<file path="config.mk">
export PLATFORM = sky130hd
export DESIGN_NAME = conv_feed_sequencer_flat
export DESIGN_NICKNAME = d
export VERILOG_FILES = /design/src/rtl/conv_feed_sequencer_if.sv /design/src/rtl/conv_feed_sequencer.sv /design/src/flat_wrapper.sv
export SDC_FILE = /design/constraint.sdc
export NUM_CORES = 1
export LEC_CHECK = 0
export BUFFER_PORTS_ARGS = -buffer_cell sky130_fd_sc_hd__buf_2
export CAP_MARGIN = 10
export CORE_ASPECT_RATIO = 1.4
export CORE_MARGIN = 3
export CORE_UTILIZATION = 57
export CTS_CLUSTER_DIAMETER = 100
export DETAILED_ROUTE_END_ITERATION = 8
export PLACE_DENSITY = 0.83
export SYNTH_ARGS = -nofsm -noshare
export SYNTH_HDL_FRONTEND = slang
export SYNTH_SLANG_ARGS = --single-unit
</file>
<file path="constraint.sdc">
create_clock -name clk -period 8.68 [get_ports clk]
set_input_delay 2.17 -clock clk [delete_from_list [all_inputs] [get_ports clk]]
set_output_delay 2.17 -clock clk [all_outputs]
set_load 0.05 [all_outputs]
</file>
<file path="src/rtl/conv_feed_sequencer_if.sv">
// Output beat stream of the convolution feed sequencer: LANES-wide data with
// weight/last tags and valid/ready flow control.
interface conv_feed_sequencer_if #(
  parameter int DW    = 8,
  parameter int LANES = 8
);
  logic [LANES*DW-1:0] out_data;
  logic                out_valid;
  logic                out_ready;
  logic                out_is_wgt;
  logic                out_last;

  modport master (output out_data, out_valid, out_is_wgt, out_last, input out_ready);
  modport slave  (input out_data, out_valid, out_is_wgt, out_last, output out_ready);
endinterface

</file>
<file path="src/rtl/conv_feed_sequencer.sv">
// Address generator/stream sequencer: per (kernel, channel) plane reads one KxK
// weight kernel, then sweeps the fmap as K-row bands of column pairs.
module conv_feed_sequencer #(
  parameter int DW     = 8,
  parameter int K      = 4,
  parameter int FMAP_W = 64,
  parameter int FMAP_H = 64,
  parameter int LANES  = 2*K,
  parameter int WA_W   = 16,
  parameter int FA_W   = 20
) (
  input  logic                  clk,
  input  logic                  rst_n,
  input  logic                  in_start_conv,
  input  logic [2:0]            in_cfg_ci,
  input  logic [2:0]            in_cfg_co,
  output logic [WA_W-1:0]       wgt_raddr,
  output logic                  wgt_ren,
  input  logic [LANES*DW-1:0]   wgt_rdata,
  output logic [K*FA_W-1:0]     fmap_raddr,
  output logic                  fmap_ren,
  input  logic [K*2*DW-1:0]     fmap_rdata,
  conv_feed_sequencer_if.master out_if,
  output logic                  out_busy,
  output logic                  out_end_conv
);
  localparam int CW = 16;
  localparam logic [CW-1:0] LAST_B = CW'(K/2 - 1);
  localparam logic [CW-1:0] LAST_C = CW'(FMAP_W/2 - 1);
  localparam logic [CW-1:0] LAST_R = CW'(FMAP_H - K);
  localparam logic [31:0]   HK     = 32'(K/2);
  localparam logic [31:0]   NC     = 32'(FMAP_W/2);
  localparam logic [31:0]   FH     = 32'(FMAP_H);

  typedef enum logic [2:0] {S_IDLE, S_WGT, S_FMAP, S_DRAIN, S_DONE} state_t;

  typedef struct packed {
    logic [LANES*DW-1:0] data;
    logic                is_wgt;
    logic                last;
  } entry_t;

  state_t          state_q, state_d;
  logic [CW-1:0]   b_q, b_d, r_q, r_d, c_q, c_d, p_q, p_d;
  logic [4:0]      ci_q, ci_d, co_q, co_d, ci_max_q, ci_max_d, co_max_q, co_max_d;
  logic            inflight_q, inflight_d, tag_wgt_q, tag_wgt_d, tag_last_q, tag_last_d;
  entry_t          fifo_q [2];
  entry_t          fifo_d [2];
  logic            wr_ptr_q, wr_ptr_d, rd_ptr_q, rd_ptr_d;
  logic [1:0]      count_q, count_d;

  entry_t          in_entry, head;
  logic            valid, pop, fifo_push, fifo_pop, can_issue;
  logic [2:0]      occ;
  logic [31:0]     p32;

  function automatic logic [4:0] cfg_max(input logic [2:0] v);
    return {(v > 3'd3) ? 2'd3 : v[1:0], 3'b111};
  endfunction

  // Output stage: an empty FIFO forwards returning read data straight to the
  // consumer; anything not taken that cycle is captured for later.
  always_comb begin
    in_entry.is_wgt = tag_wgt_q;
    in_entry.last   = tag_last_q;
    in_entry.data   = wgt_rdata;
    if (!tag_wgt_q) begin
      for (int unsigned i = 0; i < K; i++) begin
        in_entry.data[i*DW +: DW]     = fmap_rdata[(2*i)*DW +: DW];
        in_entry.data[(K+i)*DW +: DW] = fmap_rdata[(2*i+1)*DW +: DW];
      end
    end
    head      = (count_q != 2'd0) ? fifo_q[rd_ptr_q] : in_entry;
    valid     = (count_q != 2'd0) || inflight_q;
    pop       = valid && out_if.out_ready;
    fifo_pop  = pop && (count_q != 2'd0);
    fifo_push = inflight_q && !(pop && (count_q == 2'd0));
    fifo_d    = fifo_q;
    if (fifo_push) fifo_d[wr_ptr_q] = in_entry;
    wr_ptr_d  = wr_ptr_q ^ fifo_push;
    rd_ptr_d  = rd_ptr_q ^ fifo_pop;
    count_d   = count_q + {1'b0, fifo_push} - {1'b0, fifo_pop};
    occ       = 3'(count_q) + 3'(inflight_q) - 3'(pop);
    can_issue = (occ <= 3'd1);

    out_if.out_valid  = valid;
    out_if.out_data   = valid ? head.data   : '0;
    out_if.out_is_wgt = valid ? head.is_wgt : 1'b0;
    out_if.out_last   = valid ? head.last   : 1'b0;
  end

  always_comb begin
    state_d  = state_q;
    b_d      = b_q;
    r_d      = r_q;
    c_d      = c_q;
    p_d      = p_q;
    ci_d     = ci_q;
    co_d     = co_q;
    ci_max_d = ci_max_q;
    co_max_d = co_max_q;
    wgt_ren  = 1'b0;
    fmap_ren = 1'b0;
    tag_last_d = 1'b0;
    case (state_q)
      S_IDLE: begin
        if (in_start_conv) begin
          state_d  = S_WGT;
          ci_max_d = cfg_max(in_cfg_ci);
          co_max_d = cfg_max(in_cfg_co);
          b_d = '0; r_d = '0; c_d = '0; p_d = '0; ci_d = '0; co_d = '0;
        end
      end
      S_WGT: begin
        if (can_issue) begin
          wgt_ren = 1'b1;
          if (b_q == LAST_B) begin
            b_d     = '0;
            state_d = S_FMAP;
          end else begin
            b_d = b_q + 1'b1;
          end
        end
      end
      S_FMAP: begin
        if (can_issue) begin
          fmap_ren   = 1'b1;
          tag_last_d = (r_q == LAST_R) && (c_q == LAST_C);
          if (c_q != LAST_C) begin
            c_d = c_q + 1'b1;
          end else begin
            c_d = '0;
            if (r_q != LAST_R) begin
              r_d = r_q + 1'b1;
            end else begin
              r_d = '0;
              p_d = p_q + 1'b1;
              if (ci_q != ci_max_q) begin
                ci_d    = ci_q + 1'b1;
                state_d = S_WGT;
              end else if (co_q != co_max_q) begin
                ci_d    = '0;
                co_d    = co_q + 1'b1;
                state_d = S_WGT;
              end else begin
                state_d = S_DRAIN;
              end
            end
          end
        end
      end
      S_DRAIN: if (count_d == 2'd0) state_d = S_DONE;
      S_DONE:  state_d = S_IDLE;
      default: state_d = S_IDLE;
    endcase
    inflight_d   = wgt_ren | fmap_ren;
    tag_wgt_d    = wgt_ren;
    out_busy     = (state_q == S_WGT) || (state_q == S_FMAP) || (state_q == S_DRAIN);
    out_end_conv = (state_q == S_DONE);
  end

  always_comb begin
    p32        = 32'(p_q);
    wgt_raddr  = wgt_ren ? WA_W'(p32 * HK + 32'(b_q)) : '0;
    fmap_raddr = '0;
    if (fmap_ren) begin
      for (int unsigned i = 0; i < K; i++)
        fmap_raddr[i*FA_W +: FA_W] = FA_W'((p32 * FH + 32'(r_q) + 32'(i)) * NC + 32'(c_q));
    end
  end

  always_ff @(posedge clk) begin
    if (!rst_n) begin
      state_q    <= S_IDLE;
      b_q        <= '0;
      r_q        <= '0;
      c_q        <= '0;
      p_q        <= '0;
      ci_q       <= '0;
      co_q       <= '0;
      ci_max_q   <= '0;
      co_max_q   <= '0;
      inflight_q <= 1'b0;
      tag_wgt_q  <= 1'b0;
      tag_last_q <= 1'b0;
      fifo_q     <= '{default: '0};
      wr_ptr_q   <= 1'b0;
      rd_ptr_q   <= 1'b0;
      count_q    <= '0;
    end else begin
      state_q    <= state_d;
      b_q        <= b_d;
      r_q        <= r_d;
      c_q        <= c_d;
      p_q        <= p_d;
      ci_q       <= ci_d;
      co_q       <= co_d;
      ci_max_q   <= ci_max_d;
      co_max_q   <= co_max_d;
      inflight_q <= inflight_d;
      tag_wgt_q  <= tag_wgt_d;
      tag_last_q <= tag_last_d;
      fifo_q     <= fifo_d;
      wr_ptr_q   <= wr_ptr_d;
      rd_ptr_q   <= rd_ptr_d;
      count_q    <= count_d;
    end
  end
endmodule
</file>
<file path="src/flat_wrapper.sv">
// flat-port wrapper written by rule: the top's interface ports become plain ports
module conv_feed_sequencer_flat 
#(
  parameter int DW     = 8,
  parameter int K      = 4,
  parameter int FMAP_W = 64,
  parameter int FMAP_H = 64,
  parameter int LANES  = 2*K,
  parameter int WA_W   = 16,
  parameter int FA_W   = 20
)
  (clk, rst_n, in_start_conv, in_cfg_ci, in_cfg_co, wgt_raddr, wgt_ren, wgt_rdata, fmap_raddr, fmap_ren, fmap_rdata, out_busy, out_end_conv, out_if_out_data, out_if_out_valid, out_if_out_is_wgt, out_if_out_last, out_if_out_ready);
  conv_feed_sequencer_if #(.DW(DW), .LANES(LANES)) out_if_i ();
  input  logic clk;
  input  logic rst_n;
  input  logic in_start_conv;
  input  logic [2:0] in_cfg_ci;
  input  logic [2:0] in_cfg_co;
  output logic [WA_W-1:0] wgt_raddr;
  output logic wgt_ren;
  input  logic [LANES*DW-1:0] wgt_rdata;
  output logic [K*FA_W-1:0] fmap_raddr;
  output logic fmap_ren;
  input  logic [K*2*DW-1:0] fmap_rdata;
  output logic out_busy;
  output logic out_end_conv;
  output wire logic [$bits(out_if_i.out_data)-1:0] out_if_out_data;
  output wire logic [$bits(out_if_i.out_valid)-1:0] out_if_out_valid;
  output wire logic [$bits(out_if_i.out_is_wgt)-1:0] out_if_out_is_wgt;
  output wire logic [$bits(out_if_i.out_last)-1:0] out_if_out_last;
  input wire logic [$bits(out_if_i.out_ready)-1:0] out_if_out_ready;
  assign out_if_out_data = out_if_i.out_data;
  assign out_if_out_valid = out_if_i.out_valid;
  assign out_if_out_is_wgt = out_if_i.out_is_wgt;
  assign out_if_out_last = out_if_i.out_last;
  assign out_if_i.out_ready = out_if_out_ready;
  conv_feed_sequencer #(.DW(DW), .K(K), .FMAP_W(FMAP_W), .FMAP_H(FMAP_H), .LANES(LANES), .WA_W(WA_W), .FA_W(FA_W)) u_core (.clk(clk), .rst_n(rst_n), .in_start_conv(in_start_conv), .in_cfg_ci(in_cfg_ci), .in_cfg_co(in_cfg_co), .wgt_raddr(wgt_raddr), .wgt_ren(wgt_ren), .wgt_rdata(wgt_rdata), .fmap_raddr(fmap_raddr), .fmap_ren(fmap_ren), .fmap_rdata(fmap_rdata), .out_if(out_if_i), .out_busy(out_busy), .out_end_conv(out_end_conv));
endmodule
</file>
# Yosys cells after proc, flatten, opt, wreduce, memory -nomap -nowiden
# Index checks and enable logic that the tools add are counted.
dict set report word_totals {
  register_bits 226
  in_bits 138
  wordCells 153
}
dict set report classes {
  addsub 19
  magnitude_cmp 6
  n_eq_ne 21
  mux 56
  bitwise 5
  n_reduce_logical 25
}
# cell count
set op_table {}
lappend op_table {{$mux 66} 5}
lappend op_table {{$mux 16} 12}
lappend op_table {{$bwmux 132} 1}
lappend op_table {{$mux 64} 2}
lappend op_table {{$pmux 16 s2} 4}
lappend op_table {{$add 20x16->20} 4}
lappend op_table {{$mux 80} 1}
lappend op_table {{$demux 66 s1} 1}
lappend op_table {{$add 16x1->16 const B} 4}
lappend op_table {{$mux 5} 11}
lappend op_table {{$add 15x2->15 const B} 2}
lappend op_table {{$mux 3} 8}
lappend op_table {{$pmux 5 s2} 2}
lappend op_table {{$add 16x16->16} 1}
lappend op_table {{$eq 16x1->1 const B} 1}
lappend op_table {{$eq 16x5->1 const B} 1}
lappend op_table {{$eq 16x6->1 const B} 1}
lappend op_table {{$ne 16x5->1 const B} 1}
lappend op_table {{$ne 16x6->1 const B} 1}
lappend op_table {{$add 15x1->15 const B} 1}
lappend op_table {{$add 15x15->15} 1}
lappend op_table {{$reduce_and 7->1} 2}
lappend op_table {{$pmux 3 s4} 1}
lappend op_table {{$add 5x1->5 const B} 2}
lappend op_table {{31 further kinds} 62}

# Logic depth before layout (Yosys ltp)
# Gate-level depths: netlist (run 1).
dict set report logic_depth {
  depth_word 11
  depth_mapped 18
}

# Least setup slack after synthesis (run 1)
# Ideal clock, no wire load.
dict set report synth_timing {
  kind {input port to output port}
  from {input out_if_out_ready}
  to {output fmap_raddr[55]}
  arrival_ps 5227
  t_required_ps 6510
  path_slack_ps 1283
  path_stages 11
  n_path_buf 2
  path_cell_list {and2_1 ha_1 inv_1 ha_1 inv_1 fa_1 xnor2_1 nand3_4 clkbuf_1 buf_1 a211oi_1}
}
dict set report synth_via {
  elab_chain_len 6
}
# item line_no
set synth_rtl {}
lappend synth_rtl {{start: declaration} flat_wrapper.sv:31} ;# input wire logic [$bits(out_if_i.out_ready)-1:0] out_if_out_ready;
lappend synth_rtl {{$logic_and 1x1->1} conv_feed_sequencer.sv:75} ;# pop = valid && out_if.out_ready;
lappend synth_rtl {{$sub 3x1->3} conv_feed_sequencer.sv:83} ;# occ = 3'(count_q) + 3'(inflight_q) - 3'(pop);
lappend synth_rtl {{$le 3x1->1} conv_feed_sequencer.sv:84} ;# can_issue = (occ <= 3'd1);
lappend synth_rtl {{$mux 1} conv_feed_sequencer.sv:126} ;# if (can_issue) begin
lappend synth_rtl {{$mux 1} conv_feed_sequencer.sv:105} ;# case (state_q)
lappend synth_rtl {{$mux 80} conv_feed_sequencer.sv:166} ;# if (fmap_ren) begin
lappend synth_rtl {{end: declaration} flat_wrapper.sv:22} ;# output logic [K*FA_W-1:0] fmap_raddr;
# Every way passes these cells.

# Worst setup path after layout (run 1)
dict set report layout_timing {
  from {input out_if_out_ready}
  to {output fmap_raddr[44]}
}
# Same word-level chain as after synthesis.

==> results of run 1 <==
==> through the flow <==
step / utilization / hold WS, ns / setup WS (ns) / total power [µW] / instances
6_report: 0.666 / 0.479 / 1.50 / 3890 / 2295
5_1_grt: 0.666 / 0.488 / 1.26 / 4090 / 2295
4_1_cts: 0.666 / 0.480 / 1.44 / 3920 / 2295
3_5_place_dp: 0.642 / 0.466 / 1.44 / 3050 / 2260
3_3_place_gp: 0.642 / 0.459 / 1.51 / 3010 / 2260
2_1_floorplan: - / 0.453 / 1.28 / 2630 / 1742
==> final cells by class <==
cell class,count,share of cell area
sequential,220,0.260
inverter,33,0.00730
timing repair buffer,314,0.0942
clock inverter,3,0.000885
tap,319,0.0235
clock buffer,32,0.0358
multi-input combinational,1374,0.578
==> registers in the layout (all words and copies together), names as in the netlist <==
signal / count
u_core.b_q: 16
u_core.c_q: 16
u_core.tag_last_q: 1
u_core.fifo_q: 132
u_core.ci_max_q: 2
u_core.r_q: 16
u_core.state_q: 3
u_core.co_q: 5
u_core.ci_q: 5
u_core.p_q: 15
u_core.wr_ptr_q: 1
u_core.rd_ptr_q: 1
u_core.co_max_q: 3
u_core.tag_wgt_q: 1
u_core.count_q: 2
u_core.inflight_q: 1
==> cell families (layout without fill, tap and decap cells) <==
logic type	count (synthesis)	in the layout	synth area share
DFF	220	220	0.297
muxes	135	135	0.0912
xor gates and xnor gates	146	146	0.0873
AOI/OAI and AO/OA	395	395	0.204
and+or+nand+nor	610	610	0.199
buffers and inverters	148	382	0.0427
adders and majority gates	88	88	0.0779
==> routing by layer <==
metal	track usage	vias to the layer above
met1	0.294	6402
met4	0.138	4
li1	-	6698
met5	0	-
met3	0.0442	135
met2	0.491	488
==> power groups by stage <==
stage / combinational (µW) / sequential [µW] / clock, µW
after global placement: 1730 / 1280 / 0
final: 1760 / 1270 / 864
after global routing: 1890 / 1290 / 918
after floorplan: 1410 / 1220 / 0
after CTS: 1760 / 1270 / 882
after detailed placement: 1750 / 1290 / 0
==> worst max-delay path by stage <==
| stage | start | to | depth (start not counted) |
|---|---|---|---|
| 5_1_grt | out_if_out_ready | fmap_raddr[61] | 13 |
| 6_report | out_if_out_ready | fmap_raddr[44] | 13 |
| 3_3_place_gp | out_if_out_ready | fmap_raddr[24] | 13 |
| 4_1_cts | out_if_out_ready | fmap_raddr[44] | 13 |
| 2_1_floorplan | out_if_out_ready | fmap_raddr[55] | 11 |
| 3_5_place_dp | out_if_out_ready | fmap_raddr[44] | 13 |
==> layout by cell type, fill, tap and decap left out, types with 5 or more instances in the layout <==
master	netlist	layout
sky130_fd_sc_hd__buf_4	19	11
sky130_fd_sc_hd__nor3_1	34	34
sky130_fd_sc_hd__o22ai_1	67	67
sky130_fd_sc_hd__mux2i_1	135	135
sky130_fd_sc_hd__and2_1	27	27
sky130_fd_sc_hd__a21boi_0	5	5
sky130_fd_sc_hd__or3_1	12	12
sky130_fd_sc_hd__ha_1	81	79
sky130_fd_sc_hd__a21oi_1	54	54
sky130_fd_sc_hd__inv_1	32	32
sky130_fd_sc_hd__nand2b_1	16	16
sky130_fd_sc_hd__nor3b_1	8	8
sky130_fd_sc_hd__nor4_1	12	12
sky130_fd_sc_hd__clkbuf_1	75	7
sky130_fd_sc_hd__and4_1	5	5
sky130_fd_sc_hd__xor2_1	72	72
sky130_fd_sc_hd__o211a_1	130	130
sky130_fd_sc_hd__clkbuf_16	0	21
sky130_fd_sc_hd__a211oi_1	13	13
sky130_fd_sc_hd__o21a_1	17	17
sky130_fd_sc_hd__and3_1	10	10
sky130_fd_sc_hd__nand2_1	202	201
sky130_fd_sc_hd__buf_2	5	303
sky130_fd_sc_hd__nand2_2	4	5
sky130_fd_sc_hd__or4_1	5	5
sky130_fd_sc_hd__a21o_1	14	14
sky130_fd_sc_hd__o21ai_0	52	52
sky130_fd_sc_hd__nand4_1	25	25
sky130_fd_sc_hd__nor2_1	162	161
sky130_fd_sc_hd__xnor2_1	72	72
sky130_fd_sc_hd__nor2b_1	26	26
sky130_fd_sc_hd__nand3_1	40	40
sky130_fd_sc_hd__fa_1	7	7
sky130_fd_sc_hd__dfxtp_1	220	218
==> results.cfg, run 1 <==
[status]
outcome = complete, no violations

[critical_path]
setup.worst_path.class = in -> out
regToRegSetupSlack_ns = 3.72
crit_path_max_incr_delay_ns = 0.51
worst_r2r_path_depth = 19
timing.critical_path.buf_inv = 6
path_common_cell = sky130_fd_sc_hd__inv_1
path_max_fanout = 59
r2r_start = u_core.count_q[1]$_SDFF_PN0_
critical_path.cell_chain = buf_2 -> and2_1 -> ha_1 -> inv_1 -> ha_1 -> inv_1 -> fa_1 -> xnor2_1 -> nand3_4 -> buf_4 -> inv_1 -> and2_1 -> buf_2
endpoint_kind = primary output
required_ns = 6.51
rr_endpoint = u_core.r_q[15]$_SDFFE_PN0P_
cp.arrival_ns = 5.01
critPathLaunchType = input pin
crit_path_top_delay_cell = sky130_fd_sc_hd__buf_4
critical_path.top_delay_family = buffers and inverters

[routing]
remaining_drc_errors = 0
count_of_antenna_violating_nets_left_after_detailed_routing = 0
top_signal_layer_used = met5
viasPerCell = 5.98
met2_length_um = 20300
first_pass_detailed_route_iteration_total = 5
postRouteWirelength_um = 39400
first_iter_violations = 718
drt-met1-wl_um = 14800
routed-via-count = 13700
wl_met3_um = 2260
avgRoutedWirePerCell_um = 17.2

[floorplan]
top_level_ports = 305
core_region_area_um2 = 25500
initial_utilization = 0.582
num_rows = 69
die-height_um = 197
floorplan.die_area_um2 = 28000
horizontal_extent_of_the_die_um = 142

[clock_tree]
clkSinkCount = 220
cts_max_path_buffers = 3
htree_levels = 1
clk_latency_ns = 0.50
clock_tree_from_tritoncts = done
cts-resized-gates = 0
post-cts-setup-buffers = 0
cts-hold-fix-buffers = 0
tritoncts.num_buffers = 21
cts.root.buffer_cell = sky130_fd_sc_hd__clkbuf_16
clk_pin_slew_ns = 0.06

[global_route]
grt_start_max_net_pins = 92
globalRoute.totalOverflow = 0
antenna_found_initial = 2
global_route.usage.total = 0.268
first_pass_grt_wire_length_um = 63300
number_of_global_route_vias_before_repair = 13300

[placement]
placement.io_buffers = 304
detailed_placement_hpwl_um = 28900
postPlaceCellArea_um2 = 16300
routabilityCongestion = 0.904

[yosys]
syn_inst = 1742
synth-edff-count = 0
unique_masters_post_synth = 74
asyncSetResetFlopFracSynth = 0
post_synth_most_frequent_cells = sky130_fd_sc_hd__dfxtp_1 (220), sky130_fd_sc_hd__nand2_1 (202), sky130_fd_sc_hd__nor2_1 (162)
syn_area_per_cell_um2 = 8.50
post-synth-top-count-cell = sky130_fd_sc_hd__dfxtp_1
ys.warnings.count = 0
postSynthRegisterBits = 220
syn-num-nets = 1968
synth.yosys.seq_area_share = 0.297
ys.flop_type = sky130_fd_sc_hd__dfxtp_1
mappedNetlistArea_um2 = 14800
synth.largest_area_cell = sky130_fd_sc_hd__dfxtp_1
synth_top_area_share = 0.297
synth.area.top_cells = sky130_fd_sc_hd__dfxtp_1 (30%), sky130_fd_sc_hd__mux2i_1 (9.1%), sky130_fd_sc_hd__o211a_1 (8.8%)

[sta]
hold_violations = 0
drv_slew = 0
layout_worst_path_cycle_share = 0.827
timing.final.crit_period_ns = 7.18
max_freq_mhz = 139
timing_worst_slew_pin_value_ns = 0.963
timing.clock.skew_ns = 0.0153
finalSetupViolCount = 0
grt_setup_unrepaired = false
timing.max_slew.rel_slack = 0.358
timing.setup.tns_ns = 0

[finish]
post_route_cells_drive_above_1_share = 0.192
multi_input_comb_area_um2 = 9810
antenna_cells = 0
design.final.nets = 2190
area_of_all_placed_cells_without_fillers_um2 = 17000
seqCellArea_um2 = 4410
num-fill-cells = 2057
areaGrowthSynthToFinish_pct = 14.5

[power_and_ir_drop]
internal_power_uw = 2160
total_leakage_power_uw = 0.00794
maximum_ir_drop_on_the_vdd_rail_v = 0.000230
switchingPower_uw = 1740
power.sequential.fraction = 0.327
p_comb_frac = 0.451
clockPowerShare = 0.222
power_per_standard_cell_area_nw_per_um2 = 229
netSwitchingFraction = 0.446

[run]
drv_cap = 0

[min_path]
worst_hold_path.num_cells = 1
hold_path_class = reg -> reg
hold_path_sink = u_core.fifo_q[121]$_SDFFE_PN0P_
hold_path_startpoint = u_core.fifo_q[121]$_SDFFE_PN0P_
No activity file was read; power rests on OpenSTA's default activity.
==> inputs of run 2 (changes only) <==
--- a/config.mk
+++ b/config.mk
@@ -9,10 +9,10 @@
 export CAP_MARGIN = 10
 export CORE_ASPECT_RATIO = 1.4
 export CORE_MARGIN = 3
-export CORE_UTILIZATION = 57
+export CORE_UTILIZATION = 51
 export CTS_CLUSTER_DIAMETER = 100
 export DETAILED_ROUTE_END_ITERATION = 8
-export PLACE_DENSITY = 0.83
+export PLACE_DENSITY = 0.78
 export SYNTH_ARGS = -nofsm -noshare
 export SYNTH_HDL_FRONTEND = slang
 export SYNTH_SLANG_ARGS = --single-unit
==> constraint.sdc (replaced) <==
create_clock -name clk -period 6.6 [get_ports clk]
set_input_delay 1.65 -clock clk [delete_from_list [all_inputs] [get_ports clk]]
set_output_delay 1.65 -clock clk [all_outputs]
set_load 0.05 [all_outputs]
==> results.cfg, run 2 (synthesis gave the netlist of run 1 again) <==
[status]
outcome = complete, no violations

[global_route]
antenna_found_initial = 0
grt_start_max_net_pins = 112
global_route.usage.total = 0.247
first_pass_grt_wire_length_um = 64700
number_of_global_route_vias_before_repair = 13400
globalRoute.totalOverflow = 0

[finish]
post_route_cells_drive_above_1_share = 0.197
areaGrowthSynthToFinish_pct = 15.7
num-fill-cells = 2520
most_common_cell_after_layout_fill_and_taps_aside = sky130_fd_sc_hd__buf_2
antenna_cells = 0
area_of_all_placed_cells_without_fillers_um2 = 17100
design.final.nets = 2195
fin_cells = 2361
most-common-layout-cells = sky130_fd_sc_hd__buf_2 (303), sky130_fd_sc_hd__dfxtp_1 (218), sky130_fd_sc_hd__nand2_1 (201), sky130_fd_sc_hd__nor2_1 (161), sky130_fd_sc_hd__mux2i_1 (135)
top_register_by_number_of_flip_flops = u_core.fifo_q
largest_register_ff_count = 132

[critical_path]
critical_path_cell_count = 14
critical_path.top_delay_family = adder cells
endpoint_kind = primary output
required_ns = 4.95
crit_path_max_incr_delay_ns = 0.70
worst_r2r_path_depth = 17
regToRegSetupSlack_ns = 2.51
critical_path.cell_chain = ha_1 -> fa_1 -> nand3_1 -> nor2_1 -> xnor2_1 -> ha_1 -> nand2_1 -> o31ai_1 -> or4_1 -> nand3_1 -> nor2_1 -> xor2_1 -> nor2_1 -> buf_2
cp.arrival_ns = 4.45
path_common_cell = sky130_fd_sc_hd__nor2_1
critPathLaunchType = register
crit_path_top_delay_cell = sky130_fd_sc_hd__fa_1
setup.worst_path.class = reg -> out
timing.critical_path.buf_inv = 1
path_max_fanout = 6

[run]
drv_cap = 0

[sta]
finalSetupViolCount = 0
drv_slew = 0
fin_hold_ws_ns = 0.478
timing.setup.tns_ns = 0
hold_violations = 0
timing.final.crit_period_ns = 6.10
timing.max_slew.rel_slack = 0.248
timing_worst_slew_pin_value_ns = 1.13
max_freq_mhz = 164
grt_setup_unrepaired = false
timing.clock.skew_ns = 0.0242
layout_worst_path_cycle_share = 0.925

[clock_tree]
clk_latency_ns = 0.53
cts-resized-gates = 0
clock_tree_from_tritoncts = done
clk_pin_slew_ns = 0.06
clkSinkCount = 220
tritoncts.num_buffers = 23
cts_max_path_buffers = 3
cts-hold-fix-buffers = 0
post-cts-setup-buffers = 0
htree_levels = 1
cts.root.buffer_cell = sky130_fd_sc_hd__clkbuf_16

[min_path]
worst_hold_path.num_cells = 1
hold_path_class = reg -> reg

[routing]
postRouteWirelength_um = 40200
routed-via-count = 13700
first_pass_detailed_route_iteration_total = 5
remaining_drc_errors = 0
first_iter_violations = 608
count_of_antenna_violating_nets_left_after_detailed_routing = 0
viasPerCell = 5.80
avgRoutedWirePerCell_um = 17.0

[power_and_ir_drop]
maximum_ir_drop_on_the_vdd_rail_v = 0.000283
total_leakage_power_uw = 0.00798
fin_total_pwr_uw = 5220
power_per_standard_cell_area_nw_per_um2 = 305

[placement]
detailed_placement_hpwl_um = 29500
dpl.cell_count = 2319
postPlaceCellArea_um2 = 16400
routabilityCongestion = 0.886
placement.io_buffers = 304

[floorplan]
num_rows = 73
top_level_ports = 305
core_region_area_um2 = 28500
horizontal_extent_of_the_die_um = 150
die-height_um = 208
initial_utilization = 0.520
floorplan.die_area_um2 = 31200
[run 2: changes by cell type in the layout (fill, tap and decap cells not counted), moves of 2 or more]
cell / previous run / this run
sky130_fd_sc_hd__clkinv_2: 3 / 7
sky130_fd_sc_hd__buf_4: 11 / 14
sky130_fd_sc_hd__clkinvlp_4: 0 / 3
sky130_fd_sc_hd__clkbuf_1: 7 / 5
sky130_fd_sc_hd__clkbuf_16: 21 / 23
sky130_fd_sc_hd__clkbuf_8: 4 / 2
[run 2: power by group]
group | internal, µW | total [µW] | switching (µW) | leakage [µW]
Combinational | 707 | 2270 | 1570 | 0.00586
Sequential | 1510 | 1730 | 227 | 0.00178
Clock | 669 | 1220 | 549 | 0.000340
[run 2: worst reg2reg max path, delay by kind of cell (launching register included)]
family	cells	cell delay (ns)
compound gates	1	0.23
xor+xnor	2	0.53
fa+ha+maj	3	0.75
buf+inv	3	0.52
flops	1	0.39
simple gates	8	1.55
[run 2: metrics by stage]
step	util	setup WS (ns)
detailed placement	0.577	0.516
global placement	0.577	0.589
floorplan	-	0.243
CTS	0.601	0.515
finish	0.601	0.497
global route	0.601	0.292
[run 2: area by class of cell]
class	count	area (µm²)	share of cell area
Inverter	33	124	0.00723
Clock inverter	12	75.1	0.00438
Sequential cell	220	4410	0.257
Clock buffer	30	622	0.0363
Tap cell	375	469	0.0274
Timing Repair Buffer	317	1620	0.0946
Multi-Input combinational cell	1374	9810	0.573
[run 2: final timing paths]
check,from,end
setup reg to reg,u_core.count_q[1]$_SDFF_PN0_,u_core.r_q[15]$_SDFFE_PN0P_
hold reg to reg,u_core.fifo_q[123]$_SDFFE_PN0P_,u_core.fifo_q[123]$_SDFFE_PN0P_
setup / recovery,u_core.p_q[0]$_SDFFE_PN0P_,fmap_raddr[58]
hold / removal,u_core.fifo_q[123]$_SDFFE_PN0P_,u_core.fifo_q[123]$_SDFFE_PN0P_
[run 2: metal layers]
layer,part of all wire,global-route usage
met2,0.52,0.455
met4,0.034,0.0960
met1,0.39,0.280
met3,0.059,0.0387
met5,0,0
